### src/rtl/div.sv
// div: iterative radix-2 restoring divider for the EX stage (DIV/DIVU)
//
// Ports:
//   clk           pipeline clock, all state updates on the rising edge
//   rst           synchronous reset, active-low
//   signed_div_i  1 = signed divide (DIV), 0 = unsigned divide (DIVU)
//   opdata1_i     dividend, sampled only when a request is accepted
//   opdata2_i     divisor, sampled only when a request is accepted
//   start_i       request, held high by EX until ready_o is seen
//   annul_i       cancels the operation in flight (pipeline flush)
//   result_o      {remainder, quotient}, registered, zero unless ready_o
//   ready_o       result valid, registered
//   div_zero_o    present only with DIV_ZERO_FLAG_EN: the result on
//                 result_o came from a divide-by-zero request
//
// Optional build macro: DIV_ZERO_FLAG_EN adds div_zero_o.
module div #(
    parameter int DATA_W = 32
) (
    input  logic                clk,
    input  logic                rst,
    input  logic                signed_div_i,
    input  logic [DATA_W-1:0]   opdata1_i,
    input  logic [DATA_W-1:0]   opdata2_i,
    input  logic                start_i,
    input  logic                annul_i,
    output logic [2*DATA_W-1:0] result_o,
    output logic                ready_o
`ifdef DIV_ZERO_FLAG_EN
   ,output logic                div_zero_o
`endif
);

    typedef enum logic [1:0] {S_FREE, S_BYZERO, S_ON, S_END} state_t;

    state_t              r_state, w_state;
    logic [5:0]          r_cnt, w_cnt;
    logic [DATA_W-1:0]   r_rem, w_rem;
    logic [DATA_W-1:0]   r_q, w_q;
    logic [DATA_W-1:0]   r_dvs, w_dvs;
    logic                r_s1, w_s1, r_s2, w_s2, r_sgn, w_sgn;
    logic [2*DATA_W-1:0] r_result, w_result;
    logic                r_ready, w_ready;
    logic [DATA_W:0]     w_trial;
    logic [DATA_W-1:0]   w_qf, w_rf;

    // The partial remainder is always below the divisor, so the shifted
    // value fits in 33 bits and the MSB of the 33-bit difference is its sign.
    assign w_trial = {r_rem, r_q[DATA_W-1]} - {1'b0, r_dvs};
    assign w_qf    = (r_sgn && (r_s1 ^ r_s2)) ? -r_q : r_q;
    assign w_rf    = (r_sgn && r_s1) ? -r_rem : r_rem;

    always_comb begin
        w_state  = r_state;
        w_cnt    = r_cnt;
        w_rem    = r_rem;
        w_q      = r_q;
        w_dvs    = r_dvs;
        w_s1     = r_s1;
        w_s2     = r_s2;
        w_sgn    = r_sgn;
        w_result = '0;
        w_ready  = 1'b0;
        case (r_state)
            S_FREE: begin
                if (start_i && !annul_i) begin
                    if (opdata2_i == '0) begin
                        w_state = S_BYZERO;
                    end else begin
                        w_state = S_ON;
                        w_cnt   = '0;
                        w_rem   = '0;
                        w_q     = (signed_div_i && opdata1_i[DATA_W-1]) ? -opdata1_i : opdata1_i;
                        w_dvs   = (signed_div_i && opdata2_i[DATA_W-1]) ? -opdata2_i : opdata2_i;
                        w_s1    = opdata1_i[DATA_W-1];
                        w_s2    = opdata2_i[DATA_W-1];
                        w_sgn   = signed_div_i;
                    end
                end
            end
            S_BYZERO: begin
                w_state = annul_i ? S_FREE : S_END;
                w_ready = !annul_i;
            end
            S_ON: begin
                if (annul_i) begin
                    w_state = S_FREE;
                end else if (r_cnt == 6'(DATA_W)) begin
                    w_state  = S_END;
                    w_ready  = 1'b1;
                    w_result = {w_rf, w_qf};
                end else begin
                    w_cnt = r_cnt + 6'd1;
                    w_q   = {r_q[DATA_W-2:0], !w_trial[DATA_W]};
                    w_rem = w_trial[DATA_W] ? {r_rem[DATA_W-2:0], r_q[DATA_W-1]} : w_trial[DATA_W-1:0];
                end
            end
            S_END: begin
                w_state  = (annul_i || !start_i) ? S_FREE : S_END;
                w_ready  = w_state == S_END;
                w_result = w_ready ? r_result : '0;
            end
            default: w_state = S_FREE;
        endcase
    end

    always_ff @(posedge clk) begin
        if (!rst) begin
            r_state  <= S_FREE;
            r_cnt    <= '0;
            r_rem    <= '0;
            r_q      <= '0;
            r_dvs    <= '0;
            r_s1     <= 1'b0;
            r_s2     <= 1'b0;
            r_sgn    <= 1'b0;
            r_result <= '0;
            r_ready  <= 1'b0;
        end else begin
            r_state  <= w_state;
            r_cnt    <= w_cnt;
            r_rem    <= w_rem;
            r_q      <= w_q;
            r_dvs    <= w_dvs;
            r_s1     <= w_s1;
            r_s2     <= w_s2;
            r_sgn    <= w_sgn;
            r_result <= w_result;
            r_ready  <= w_ready;
        end
    end

    assign result_o = r_result;
    assign ready_o  = r_ready;

`ifdef DIV_ZERO_FLAG_EN
    logic r_zero;

    // Set on BYZERO -> END and held only while END persists.
    always_ff @(posedge clk) begin
        if (!rst)
            r_zero <= 1'b0;
        else
            r_zero <= (w_state == S_END) && ((r_state == S_BYZERO) || r_zero);
    end

    assign div_zero_o = r_zero;
`endif

endmodule

### config.mk
export PLATFORM = sky130hd
export DESIGN_NAME = div
export DESIGN_NICKNAME = d
export VERILOG_FILES = /design/src/rtl/div.sv
export SDC_FILE = /design/constraint.sdc
export NUM_CORES = 1
export LEC_CHECK = 0
export ABC_AREA = 1
export CAP_MARGIN = 20
export CORE_MARGIN = 8
export CORE_UTILIZATION = 59
export CTS_CLUSTER_DIAMETER = 150
export DETAILED_ROUTE_END_ITERATION = 12
export PLACE_DENSITY = 0.82
export SYNTH_ARGS = -nofsm -noshare
export SYNTH_HDL_FRONTEND = slang
export SYNTH_SLANG_ARGS = --single-unit
### constraint.sdc
create_clock -name clk -period 3.1 [get_ports clk]
set_clock_uncertainty 0.2 [all_clocks]
set_input_delay 0.465 -clock clk [delete_from_list [all_inputs] [get_ports clk]]
set_output_delay 0.465 -clock clk [all_outputs]
set_load 0.01 [all_outputs]
# Word-level counts from Yosys, hierarchy flattened
# Cells that the tools add are included.
# op_classes
n_mux	34
n_eq_ne	11
n_addsub	6
n_reduce_logical	15
n_bitwise	2
# ops
cell	count
2-to-1 mux 32 bit	13
2-to-1 mux 64 bit	3
negation 32 bit	4
one-hot mux 32 bit (2 select lines)	2
one-hot mux 64 bit (2 select lines)	1
subtractor 33 x 32 -> 33 bit	1
logical NOT 32 bit	1
2-to-1 mux 6 bit	4
2-to-1 mux 2 bit	6
one-hot mux 6 bit (2 select lines)	1
inequality test 2 bit (second input constant)	5
one-hot mux 2 bit (4 select lines)	1
adder 6 x 1 -> 6 bit (second input constant)	1
equality test 2 bit (second input constant)	3
equality test 6 bit (second input constant)	1
logical AND 1 bit	5
AND reduction 5 bit	1
logical NOT 1 bit	3
inequality test 3 bit (second input constant)	1
one-hot mux 1 bit (3 select lines)	1
AND reduction 3 bit	1
equality test 2 x 1 -> 1 bit (second input constant)	1
logical NOT 2 bit	1
2-to-1 mux 1 bit	2
5 further kinds	5
# totals
register_bits	172
word_cells	78
output_inout_bits	65
in_bits	69

# Logic depth before layout (Yosys ltp)
# Gate-level depths: netlist of the first run.
# logic_depth
depth_word	6
mapped_depth	18
ltp_nobuf	17

# Worst setup path after synthesis of the first run
# Ideal clock, no wire load.
# synth_path
path_kind	flip-flop to flip-flop
startpoint	reg r_q[31]
endpoint	reg r_rem[5]
stages_incl_launch_ff	19
setup_time_ps	132
n_path_buf	1
slack_ps	732
t_required_ps	2768
synth_period_minus_slack_ps	2368
arrival_time_ps	2036
path_cell_list	dfxtp_1 inv_1 ha_1 fa_1 inv_1 nand2_1 nand2_1 nand3_1 nand2_2 nand2_2 nand2_2 nand2_4 nand2_2 nand2_4 nand2_4 buf_6 nand2_1 nand3_1 a21oi_1
# synth_between
elab_chain_len	5
# synth_lines
element	line_no	rtl
start: declaration	39	logic [DATA_W-1:0] r_q, w_q;
start signal: assignment	123	r_q <= w_q;
subtractor 33 x 32 -> 33 bit	49	assign w_trial = {r_rem, r_q[DATA_W-1]} - {1'b0, r_dvs};
2-to-1 mux 32 bit	95	w_rem = w_trial[DATA_W] ? {r_rem[DATA_W-2:0], r_q[DATA_W-1]} : w_trial[DATA_W-1:0];
2-to-1 mux 32 bit	88	end else if (r_cnt == 6'(DATA_W)) begin
2-to-1 mux 32 bit	86	if (annul_i) begin
one-hot mux 32 bit (2 select lines)	64	case (r_state)
end signal: assignment	122	r_rem <= w_rem;
end: declaration	38	logic [DATA_W-1:0] r_rem, w_rem;
# No other way between the ends. The select of a mux whose other input is x is not followed.
# A chain may end at the register's enable or synchronous reset.

# Worst setup path in the final report of the first run
# layout_path
startpoint	reg r_q[31]
endpoint	reg r_rem[30]
# The elaborated chain is that of the path after synthesis.

==> summary by stage, run 1 <==
STA
Of the available clock period, the critical path in the final layout requires between 90% and 100%. The least setup slack across all paths after layout is 0.217 ns. Setup repair after global routing left no endpoint under its margin. The routed design could run at a clock period as short as 2.88 ns.

In the final timing run, aggregate negative setup slack is 0 ns. The count of final max-slew check failures is 0. The pin slew with the least headroom to its limit is 0.871 ns.

The peak clock frequency supported by timing is between 300 and 400 MHz. The number of hold-slack violations in the final timing report came to 0. The total setup violations reported at the end of the flow is 0. The smallest hold slack is 0.265 ns. The worst pin sits at a relative slew slack of 41.8%.

Finish
The final layout contains approximately 2400 nets. The repair_antennas step left the layout with diodes totalling 0. In the final layout, the share of cells above drive strength 1 is ~5.2%.

Fill cells in the final layout number approximately 2000. Compared with the post-synthesis result, the final layout area differs by 17.2%. The multi-input combinational cells in the finished layout cover a total of between 7000 and 8000 sq um. The filler-free cell count of the finished design is ~2600.

Cells fill a little over two thirds of the core in the end. The area occupied by registers is roughly 3400 sq um.

Die
The starting density of the core is between 50% and 60%. The area of the die is 27000 sq um. The chip height is between 150 and 200 um.

Measured along the x axis, the die boundary spans 164 um. The number of top-level design ports is between 100 and 150. After floorplanning, the core was divided into 54 placement rows. The region available for standard cell placement spans 21700 sq um.

Clocking
Clock tree synthesis inserted a total of 17 buffers. After clock tree synthesis, the flow added hold-fix buffers numbering 0. The clock insertion delay at the later pin of the skew report is between 0.4 and 0.5 ns. The H-tree was split into 4 levels. The post-CTS repair timing setup buffer count is 0. Clock-pin slew was measured on the worst setup and hold paths at approximately 0.070 ns. The clock tree root buffer cell is clkbuf_16. The CTS sink count is between 150 and 200. The TritonCTS clock tree is built.

The maximum buffer depth of the clock tree is 2. The post-cts sizing count is 0.

Setup path
The critical path's top delay family is simple AND/OR/NAND/NOR gates. The buffering stage count on the worst path with inverters included is 3. For this run, the slowest stage of the critical path takes between 0.4 and 0.5 ns.

Measured in cells, the most critical reg-to-reg path has a length of 17. The cell with the biggest individual delay on the critical path is fa_1. The maximum fanout along the worst path is 32. The worst setup path category is reg -> reg. The logic depth of the worst setup path including buffers is 17. The most prevalent standard cell on the critical path is nand2_2.

The worst setup path is captured at a register. The required time at the worst-slack endpoint is around 3.3 ns. The type of origin of the critical path is a register. The arrival time at the worst endpoint is just over 3 ns. The signal on the critical path passes through inv_1, ha_1, fa_1, inv_1, nand2_1, nand2_1, nand3_1, nand2_2, nand2_2, nand2_2, nand2_4, nand2_2, nand2_4, buf_4, nand3_1, nand3_1, a21oi_1.

GRT
The initial antenna violation count was 0. Global routing finished with a remaining overflow of 0. The first global-routing pass estimated 68.6 mm of wire. The all-layer global routing usage is a little under a third. The maximum number of pins on one net before global-route repair is 74. The via count of the first global-routing pass is between 10000 and 15000.

Routing
The detailed-route wire length per cell is about 17 um. The number of nets still failing antenna checks after routing is 0. The first routing iteration left 1686 violations. The wire length after detailed routing is 43.4 mm.

The DRC violation count after routing is 0. Before antenna repair, the detailed router went through 6 iterations. After detailed routing, the number of vias per cell comes to between 5 and 6. The detailed router placed approximately 15000 vias in this run.

Placement
The routability congestion estimate is a little under 1. The post-placement cell count is 2560. The half-perimeter wire length after placement is 34.3 mm.

The count of buffers inserted at the top-level ports is 133. The placement-stage worst setup slack is between 0.02 and 0.03 ns.

Synthesis
For this run, the leading register cell type out of synthesis is dfxtp_1. The synthesized area is between 10000 and 15000 sq um. After synthesis, the share of flip-flops with an asynchronous set or reset is 0%.

Counting distinct cell types in the post-synthesis netlist gives 43. After synthesis, flip-flops and latches occupy 26.6% of the total area. The mean cell area of the mapped netlist is between 5 and 6 sq um. Synthesis inferred ~170 register bits.

The count of warnings emitted by yosys is 0. After technology mapping, the gate count stands at 2189. The synthesized design contains 0 enable-type register cells. The net count after synthesis is between 2000 and 2500.

Worst hold path
Counting instances, the worst hold path has a depth of 2. The tightest min-delay check is of the reg -> reg type.

Power and ir drop
The analysis attributes to cell leakage a power of 7.01 nW. VDD sags by at most around 0.48 mV. The power per standard cell area is between 500 and 600 nW/um^2.

Job
Max-cap violations in this run came to 0.

Status
The flow ran to the end, and the final reports show no timing, DRC or antenna violations.
==> path summary, 6_finish.rpt <==
kind,from,end,slack [ns]
hold reg to reg,result_o[62],result_o[62],0.26
setup reg to reg,r_q[31],r_rem[30],0.22
hold / removal,result_o[62],result_o[62],0.26
setup / recovery,r_q[31],r_rem[30],0.22
==> per-stage QoR <==
| stage | total power, mW | cell area (sq um) |
|---|---|---|
| after CTS | 8.84 | 15200 |
| final | 8.98 | 15200 |
| after detailed placement | 6.64 | 14600 |
| after floorplan | 5.57 | 13000 |
| after global routing | 9.50 | 15200 |
| after global placement | 6.55 | 14600 |
==> kinds of logic (layout without fill, tap and decap cells) <==
| logic type | count (synthesis) | in the layout | share of synthesized area [%] |
|---|---|---|---|
| adders and majority gates | 44 | 44 | 4.30 |
| buffers and inverters | 387 | 510 | 11.9 |
| xor gates and xnor gates | 64 | 64 | 4.32 |
| and+or+nand+nor | 1136 | 1136 | 37.5 |
| DFF | 172 | 172 | 26.6 |
| AOI/OAI and AO/OA | 386 | 386 | 15.4 |
==> layout by cell type (no fill, tap or decap), types with 3 or more instances in the layout <==
master             n
o21bai_1           5
or2_2              8
nor3_1            19
xor2_1            44
inv_1            293
a31oi_1            4
clkdlybuf4s50_1  133
nand2_4            3
inv_6              5
xnor2_1           20
nor3_2             3
nor2_4             3
nor2_1           179
ha_1              43
dfxtp_1          172
inv_2             12
a21oi_1          229
nand4_1           38
o211ai_1           9
buf_4             33
nand2_2            9
nand3b_1           5
o21ai_0          114
clkinv_8           3
inv_8              3
and2_1             7
o21ai_1           17
clkbuf_16         17
buf_12             4
nand2_1          633
nand3_1          215
nor2_2             6
==> layer usage <==
metal	share of wire [%]	routed length, um	GRT usage [%]	up-vias
met4	2.2	936	9.01	0
met1	45	19400	45.9	6626
met5	0	0	0	-
met3	11	4750	6.22	78
li1	-	-	-	7253
met2	42	18400	46.6	811
==> area by class of cell <==
class / instances / area share, %
timing repair buffer: 170 / 10.9
clock inverter: 14 / 1.13
tap: 280 / 2.31
inverter: 308 / 7.62
sequential: 172 / 22.7
multi-input combinational: 1630 / 52.5
clock buffer: 18 / 2.89
==> worst register-to-register path, delay by kind of cell, from the launching register on <==
kind | cells | cell delay (ns)
buffers and inverters | 3 | 0.42
adder cells (fa/ha/maj) | 2 | 0.63
flip-flops | 1 | 0.37
AND/OR/NAND/NOR | 11 | 1.01
AO/OA/AOI/OAI | 1 | 0.17
==> cells in the mapped netlist, types with 28 or more instances <==
cell type / instances / area share [%]
a21oi_1: 229 / 8.8
buf_2: 28 / 1.1
clkbuf_1: 39 / 1.1
dfxtp_1: 172 / 27
ha_1: 43 / 4.2
inv_1: 294 / 8.5
nand2_1: 633 / 18
nand3_1: 215 / 8.3
nand4_1: 38 / 1.8
nor2_1: 179 / 5.2
o21ai_0: 114 / 4.4
xor2_1: 44 / 3.0
==> where the power goes <==
part	switching [mW]	leakage, nW	internal (mW)	total, mW
Combinational	2.77	5.32	1.23	4.00
Clock	1.04	0.293	1.18	2.22
Sequential	0.282	1.40	2.47	2.75
Total	4.10	7.01	4.88	8.98
==> state kept, by name, indices dropped and copies added, names as in the netlist <==
register	count
r_sgn	1
result_o	64
r_s2	1
r_dvs	32
r_s1	1
r_state	2
r_q	32
ready_o	1
r_rem	32
r_cnt	6
No activity file was read; power rests on OpenSTA's default activity.
==> run 2: changes to the inputs <==
- CELL_PAD_IN_SITES_DETAIL_PLACEMENT: unset -> 1
- CELL_PAD_IN_SITES_GLOBAL_PLACEMENT: unset -> 1
- CORE_UTILIZATION: 59 -> 43
- PLACE_DENSITY: 0.82 -> unset
- PLACE_DENSITY_LB_ADDON: unset -> 0.1
- clock period: 3.1 -> 3.51 ns (I/O delays scaled with it)
==> summary by stage, run 2 (synthesis results as in run 1) <==
Status
The flow ran to the end, and the final reports show no timing, DRC or antenna violations.

Setup path
The endpoint of the most critical register-to-register path is r_rem[8]. The cell with the biggest individual delay on the critical path is fa_1. By startpoint and endpoint, the worst setup path is classified as reg -> reg.

The worst register-to-register path has a depth of 16. The source of the worst register-to-register timing path is r_q[31]. The number of buffers and inverters on the critical path is 2. The signal on the critical path passes through inv_1, ha_1, fa_1, inv_1, nand2_1, nand2_1, nand3_1, nand2_2, nand2_2, nand2_2, nand2_4, nand3_4, nand2_4, nand2_1, nand3_1, a21oi_1. The largest single stage delay on the critical path is about 0.43 ns. On the critical path the largest part of the delay comes from simple AND/OR/NAND/NOR gates. The type of origin of the critical path is a register. The required time at the worst-slack endpoint is roughly 3.7 ns. The worst setup path is captured at a register. Across all register-to-register paths, the minimum setup slack is between 0.5 and 0.6 ns. Data arrives at the worst endpoint at about 3.2 ns. Along the worst path, the maximum fanout reaches 33.

STA
The number of hold-slack violations in the final timing report is 0. The total setup violations reported at the end of the flow is 0. Counting I/O delays and the setup requirement, the final critical path takes 2.99 ns.

At the pin with the least slew margin, the transition time is between 0.8 and 0.9 ns. Headroom to the max-slew limit came out at 45.6%. The count of final max-slew check failures came to 0. For the final routed database, the setup TNS stands at 0 ns.

The final period utilization is 85.3%. Setup repair after global routing left no endpoint under its margin. Based on the critical path, the design can be clocked at up to about 330 MHz.

GRT
The initial antenna violation count was 0. The all-layer global routing usage is between 20% and 30%. The maximum number of pins on one net before global-route repair is between 60 and 70. The first global-routing pass estimated about 79 mm of wire. The via count of the first global-routing pass is 14900. The leftover overflow at the end of global routing is 0.

Die
The core region area is a little under 30000 sq um. The starting density of the core is a little over two fifths. During I/O placement, the number of pins put on the boundary was 134. The die boundary width is 190 um.

The area of the die is 36000 sq um. The chip height is ~190 um. The standard-cell row count is 63.

Clocking
The number of clock buffers added by TritonCTS is 17. The number of hold buffers added after CTS was 0. The CTS sink count is between 150 and 200. Clock-pin slew was measured on the worst setup and hold paths at around 0.080 ns.

The maximum buffer depth of the clock tree is 2. Clock latency on the worst-skew pair, taken at its later pin, is about 0.45 ns. The TritonCTS clock tree is built.

Clock tree synthesis selected as its root buffer the cell clkbuf_16. The clock tree synthesis step divided the H-tree into 4 levels. In this run the post-CTS setup repair buffer count came out at 0.

The post-cts sizing count is 0.

Routing
The via total after detailed routing is about 15000. Dividing the detail-routed wire length by the instance count gives between 15 and 20 um. The wire length after detailed routing is around 49 mm. In this run, the number of DRC markers left after iteration 0 of detailed routing was 1147. The number of search-and-repair iterations in the first detailed-routing pass is 5. In the routed design, unresolved DRC markers number 0. The post-detailed-route via-to-cell ratio is roughly 5.5. In this run the remaining antenna-violating nets after routing total 0.

Finish
Relative to the synthesized area, the layout overhead comes to 17.6%. The share of layout cells above drive strength 1 is under 10%. The total inserted antenna cells is 0. In the layout the commonest cells are 633 x nand2_1, 293 x inv_1, 229 x a21oi_1. The utilization after layout is between 50% and 60%. The filler-free cell count of the finished design is around 2700. The flip-flop count of the largest register after layout is 64. The library cell used most frequently in the layout, excluding fill and tap cells, is nand2_1.

The number of fillers in the final layout is approximately 4200. The layout net count is roughly 2400.

Power and ir drop
Across the VDD grid, the largest voltage drop is 0.394 mV. Summed over all cells, the static leakage comes to slightly below 7 nW. The power per standard cell area is 527 nW/um^2.

Worst hold path
The cell count of the worst hold path is 2. The hold path endpoint is r_q[1]. The type of the worst min-delay path is reg -> reg. In this run the most critical hold path is launched from r_q[1].

Job
The tool flagged a number of max-cap violations equal to 0.

Placement
Port buffering added between 100 and 150 buffers. The wire-length estimate of the detail-placed layout is roughly 40 mm. The post-placement cell count is approximately 2700. The routability congestion estimate is approximately 0.94.
## run 2: cell types whose count changed in the layout (fill, tap and decap cells not counted)
cell	delta
clkinv_4	+1
inv_6	-3
clkinvlp_4	-2
clkinv_8	+2
buf_4	-12
buf_12	-1
inv_12	+1
clkbuf_8	-1
inv_8	+2
## run 2: worst max path at each step
stage	start	end	slack, ns	cells after the start
finish	r_q[31]	r_rem[8]	0.52	16
global route	r_q[31]	r_rem[3]	0.26	16
CTS	r_q[31]	r_rem[10]	0.53	16
detailed placement	opdata2_i[0]	r_rem[27]	0.37	12
global placement	opdata2_i[0]	r_rem[25]	0.44	12
floorplan	r_q[31]	r_rem[5]	1.14	18
## run 2: per-layer routing
layer | part of all wire (%) | vias to the layer above | track usage [%]
li1 | - | 7213 | -
met5 | 0 | - | 0
met4 | 2.2 | 0 | 8.00
met1 | 49 | 7051 | 38.6
met3 | 5.1 | 64 | 3.42
met2 | 44 | 385 | 41.6
## run 2: power breakdown
part / total [mW] / leakage (nW) / switching (mW) / internal [mW]
clock network: 2.03 / 0.309 / 0.984 / 1.05
registers: 2.45 / 1.40 / 0.264 / 2.18
logic: 3.57 / 5.25 / 2.50 / 1.07
## run 2: layout make-up
| class | instances | area [sq um] | share of cell area [%] |
|---|---|---|---|
| Clock buffer | 17 | 425 | 2.79 |
| Clock inverter | 15 | 210 | 1.38 |
| Inverter | 308 | 1160 | 7.59 |
| Multi-Input combinational cell | 1630 | 7980 | 52.3 |
| Sequential cell | 172 | 3440 | 22.6 |
| Tap cell | 390 | 488 | 3.20 |
| Timing Repair Buffer | 157 | 1550 | 10.2 |
## run 2: worst register-to-register path, cell delays in order, from the launching register on
cell     delay [ns]
dfxtp_1        0.36
inv_1          0.07
ha_1           0.24
fa_1           0.43
inv_1          0.11
nand2_1        0.06
nand2_1        0.08
nand3_1        0.09
nand2_2        0.15
nand2_2        0.06
nand2_2        0.10
nand2_4        0.08
nand3_4        0.19
nand2_4        0.27
nand2_1        0.18
nand3_1        0.09
a21oi_1        0.18
## run 2: stage by stage
stage          hold WS (ns)  power, mW  instance area, sq um  setup WS (ns)
6_report              0.269       8.04                 15300          0.516
5_1_grt               0.289       8.58                 15300          0.264
4_1_cts               0.270       8.01                 15300          0.528
3_5_place_dp          0.258       5.94                 14600          0.374
3_3_place_gp          0.254       5.84                 14600          0.441
2_1_floorplan         0.230       4.92                 13000           1.14
==> run 3: changes to the inputs <==
- CORE_UTILIZATION: 43 -> 44
- CTS_BUF_LIST: unset -> sky130_fd_sc_hd__clkbuf_8
==> summary by stage, run 3 (synthesis results as in run 1) <==
STA
The worst max-slew margin expressed relative to the limit is 41.0%. Setup total negative slack on the finished layout was measured at 0 ns. The total setup violations reported at the end of the flow is 0.

The final critical delay including setup and external delays is around 2.9 ns. Static timing analysis puts the maximum clock frequency at 344 MHz. The final period utilization is between 80% and 90%. Final hold analysis gives a worst-case slack of about 0.27 ns. For the pin with the worst max-slew slack, the measured transition is slightly below 0.9 ns. The count of final max-slew check failures is 0. Setup repair after global routing left no endpoint under its margin. The number of hold-slack violations in the final timing report is 0.

Routing
For this block, the initial DRC count from the detailed router was 1003. The via total after detailed routing is around 15000. The number of nets still failing antenna checks after routing is 0.

After detailed routing, the number of remaining DRC violations is 0. Dividing the detail-routed via count by the number of cells gives between 5 and 6. The first detailed-routing pass took 7 iterations. The wire length after detailed routing is 48.4 mm. In the final routed layout, each cell accounts on average for 18.0 um.

GRT
The initial antenna violation count is 0. The leftover overflow at the end of global routing is 0. The via count of the first global-routing pass is between 10000 and 15000. The all-layer global routing usage is a little over a quarter. The first global-routing pass estimated 77.9 mm of wire.

The maximum number of pins on one net before global-route repair is 78.

Clocking
Post-CTS timing repair inserted 0 buffers for setup. For this design, the sink count on the clock tree is roughly 170. Hold repair after CTS inserted 0 buffers. Gates resized during post-CTS repair numbered 0. The maximum buffer depth of the clock tree is 2. The clock-pin transition on the worst setup and hold timing paths is 0.10 ns. The TritonCTS clock tree is built. The clock insertion delay at the later pin of the skew report is 0.52 ns.

Buffers inserted during clock tree synthesis total 17. The tree is rooted in a clkbuf_8. The number of levels in the clock H-tree is 4.

Finish
The total inserted antenna cells is 0. The final layout contains around 2400 nets. The post-route netlist has under 10% of its cells at a drive strength greater than 1. After filler insertion, the fill cell instance count of the layout stands at roughly 4200. The register with the most flip-flops in the layout has 64 of them. The library cell used most frequently in the layout, excluding fill and tap cells, is nand2_1.

The synthesis-to-layout area growth is 15.7%. The multi-input combinational cells in the finished layout cover a total of around 8000 sq um. In the layout the commonest cells are 633 x nand2_1, 293 x inv_1, 229 x a21oi_1. The area occupied by registers is between 3000 and 4000 sq um.

Die
The standard-cell row count is 63. After floorplanning, the core was sized to cover roughly 30000 sq um. between 100 and 150 I/O pins were placed. The floorplan step set the die height to around 190 um. The die boundary width is between 150 and 200 um.

The area of the die is 35200 sq um. The starting density of the core is 44.2%.

Placement
The half-perimeter wire length after placement is 38.9 mm. The count of buffers added on input and output ports is between 100 and 150. Routability-driven placement finished with a final weighted congestion of around 0.91.

Power and ir drop
In this run the power density over the cells is 499 nW/um^2. Sequential cells burn 32.7% of the power. The fraction of power consumed by combinational cells is a little under half. The internal cell power is 3.79 mW. The switching power is roughly 3.7 mW. The analysis attributes to cell leakage a power of ~7 nW. The worst supply voltage drop on vdd is between 0.3 and 0.4 mV. The clock power share is 19.6%.

Net switching is 49.3% of the power.

Setup path
The maximum fanout along the worst path is 33. The arrival time at the worst endpoint is between 3 and 4 ns. The sort of element at the end of the critical path is a register.

Data on the critical path is required at its endpoint by approximately 3.7 ns. The type of origin of the critical path is a register. The worst setup path category is reg -> reg.

Job
Across the run, the number of max-cap violations was 0.

Worst hold path
In this run the worst hold path is classified as reg -> reg.

Status
The flow ran to the end, and the final reports show no timing, DRC or antenna violations.
[run 3: changes by cell type in the layout (fill, tap and decap cells not counted), sizes merged]
| cell | change |
|---|---|
| buf | -4 |
| bufinv | -1 |
| clkinv | +1 |
| clkinvlp | +2 |
| inv | -2 |
[run 3: final cells by class]
cell class                      count  area share [%]
Timing Repair Buffer              153            10.1
Multi-Input combinational cell   1630            53.2
Inverter                          308            7.72
Clock inverter                     15            1.18
Clock buffer                       17            1.56
Sequential cell                   172            23.0
Tap cell                          390            3.25
[run 3: path summary, 6_finish.rpt]
kind / startpoint / slack, ns / endpoint / cells after the start
min reg2reg: result_o[58] / 0.27 / result_o[58] / 2
max: r_q[31] / 0.60 / r_rem[3] / 16
max reg2reg: r_q[31] / 0.60 / r_rem[3] / 16
min: result_o[58] / 0.27 / result_o[58] / 2
[run 3: worst max-delay path: stages, from the launching register on]
cell and delay [ns]:
dfxtp_1 0.35, inv_1 0.08, ha_1 0.23, fa_1 0.41, inv_1 0.09, nand2_1 0.05, nand2_1 0.08, nand3_1 0.08
nand2_2 0.13, nand2_2 0.06, nand2_2 0.11, nand2_4 0.08, nand3_4 0.17, nand2_4 0.26, nand2_1 0.15, nand3_1 0.07
a21oi_1 0.18
[run 3: stage by stage]
| stage | cell area (sq um) | instances | total power, mW | setup WS (ns) | utilization [%] |
|---|---|---|---|---|---|
| 2_1_floorplan | 13000 | 2189 | 4.92 | 1.14 | - |
| 3_5_place_dp | 14600 | 2653 | 5.96 | 0.316 | 49.7 |
| 6_report | 15000 | 2685 | 7.48 | 0.599 | 51.1 |
| 5_1_grt | 15000 | 2685 | 7.99 | 0.329 | 51.1 |
| 3_3_place_gp | 14600 | 2653 | 5.82 | 0.429 | 49.7 |
| 4_1_cts | 15000 | 2685 | 7.43 | 0.614 | 51.1 |
[run 3: power groups by stage]
stage	combinational, mW	clock (mW)	sequential, mW
after floorplan	2.56	0	2.36
after global placement	3.36	0	2.46
after detailed placement	3.49	0	2.47
after CTS	3.52	1.49	2.43
after global routing	3.96	1.56	2.46
final	3.57	1.47	2.44
[run 3: routing by layer]
layer  GRT usage (%)  part of all wire [%]
met1            38.3                    50
met2            43.0                    45
met3            3.32                   4.1
met4            6.61                   1.6
met5               0                     0
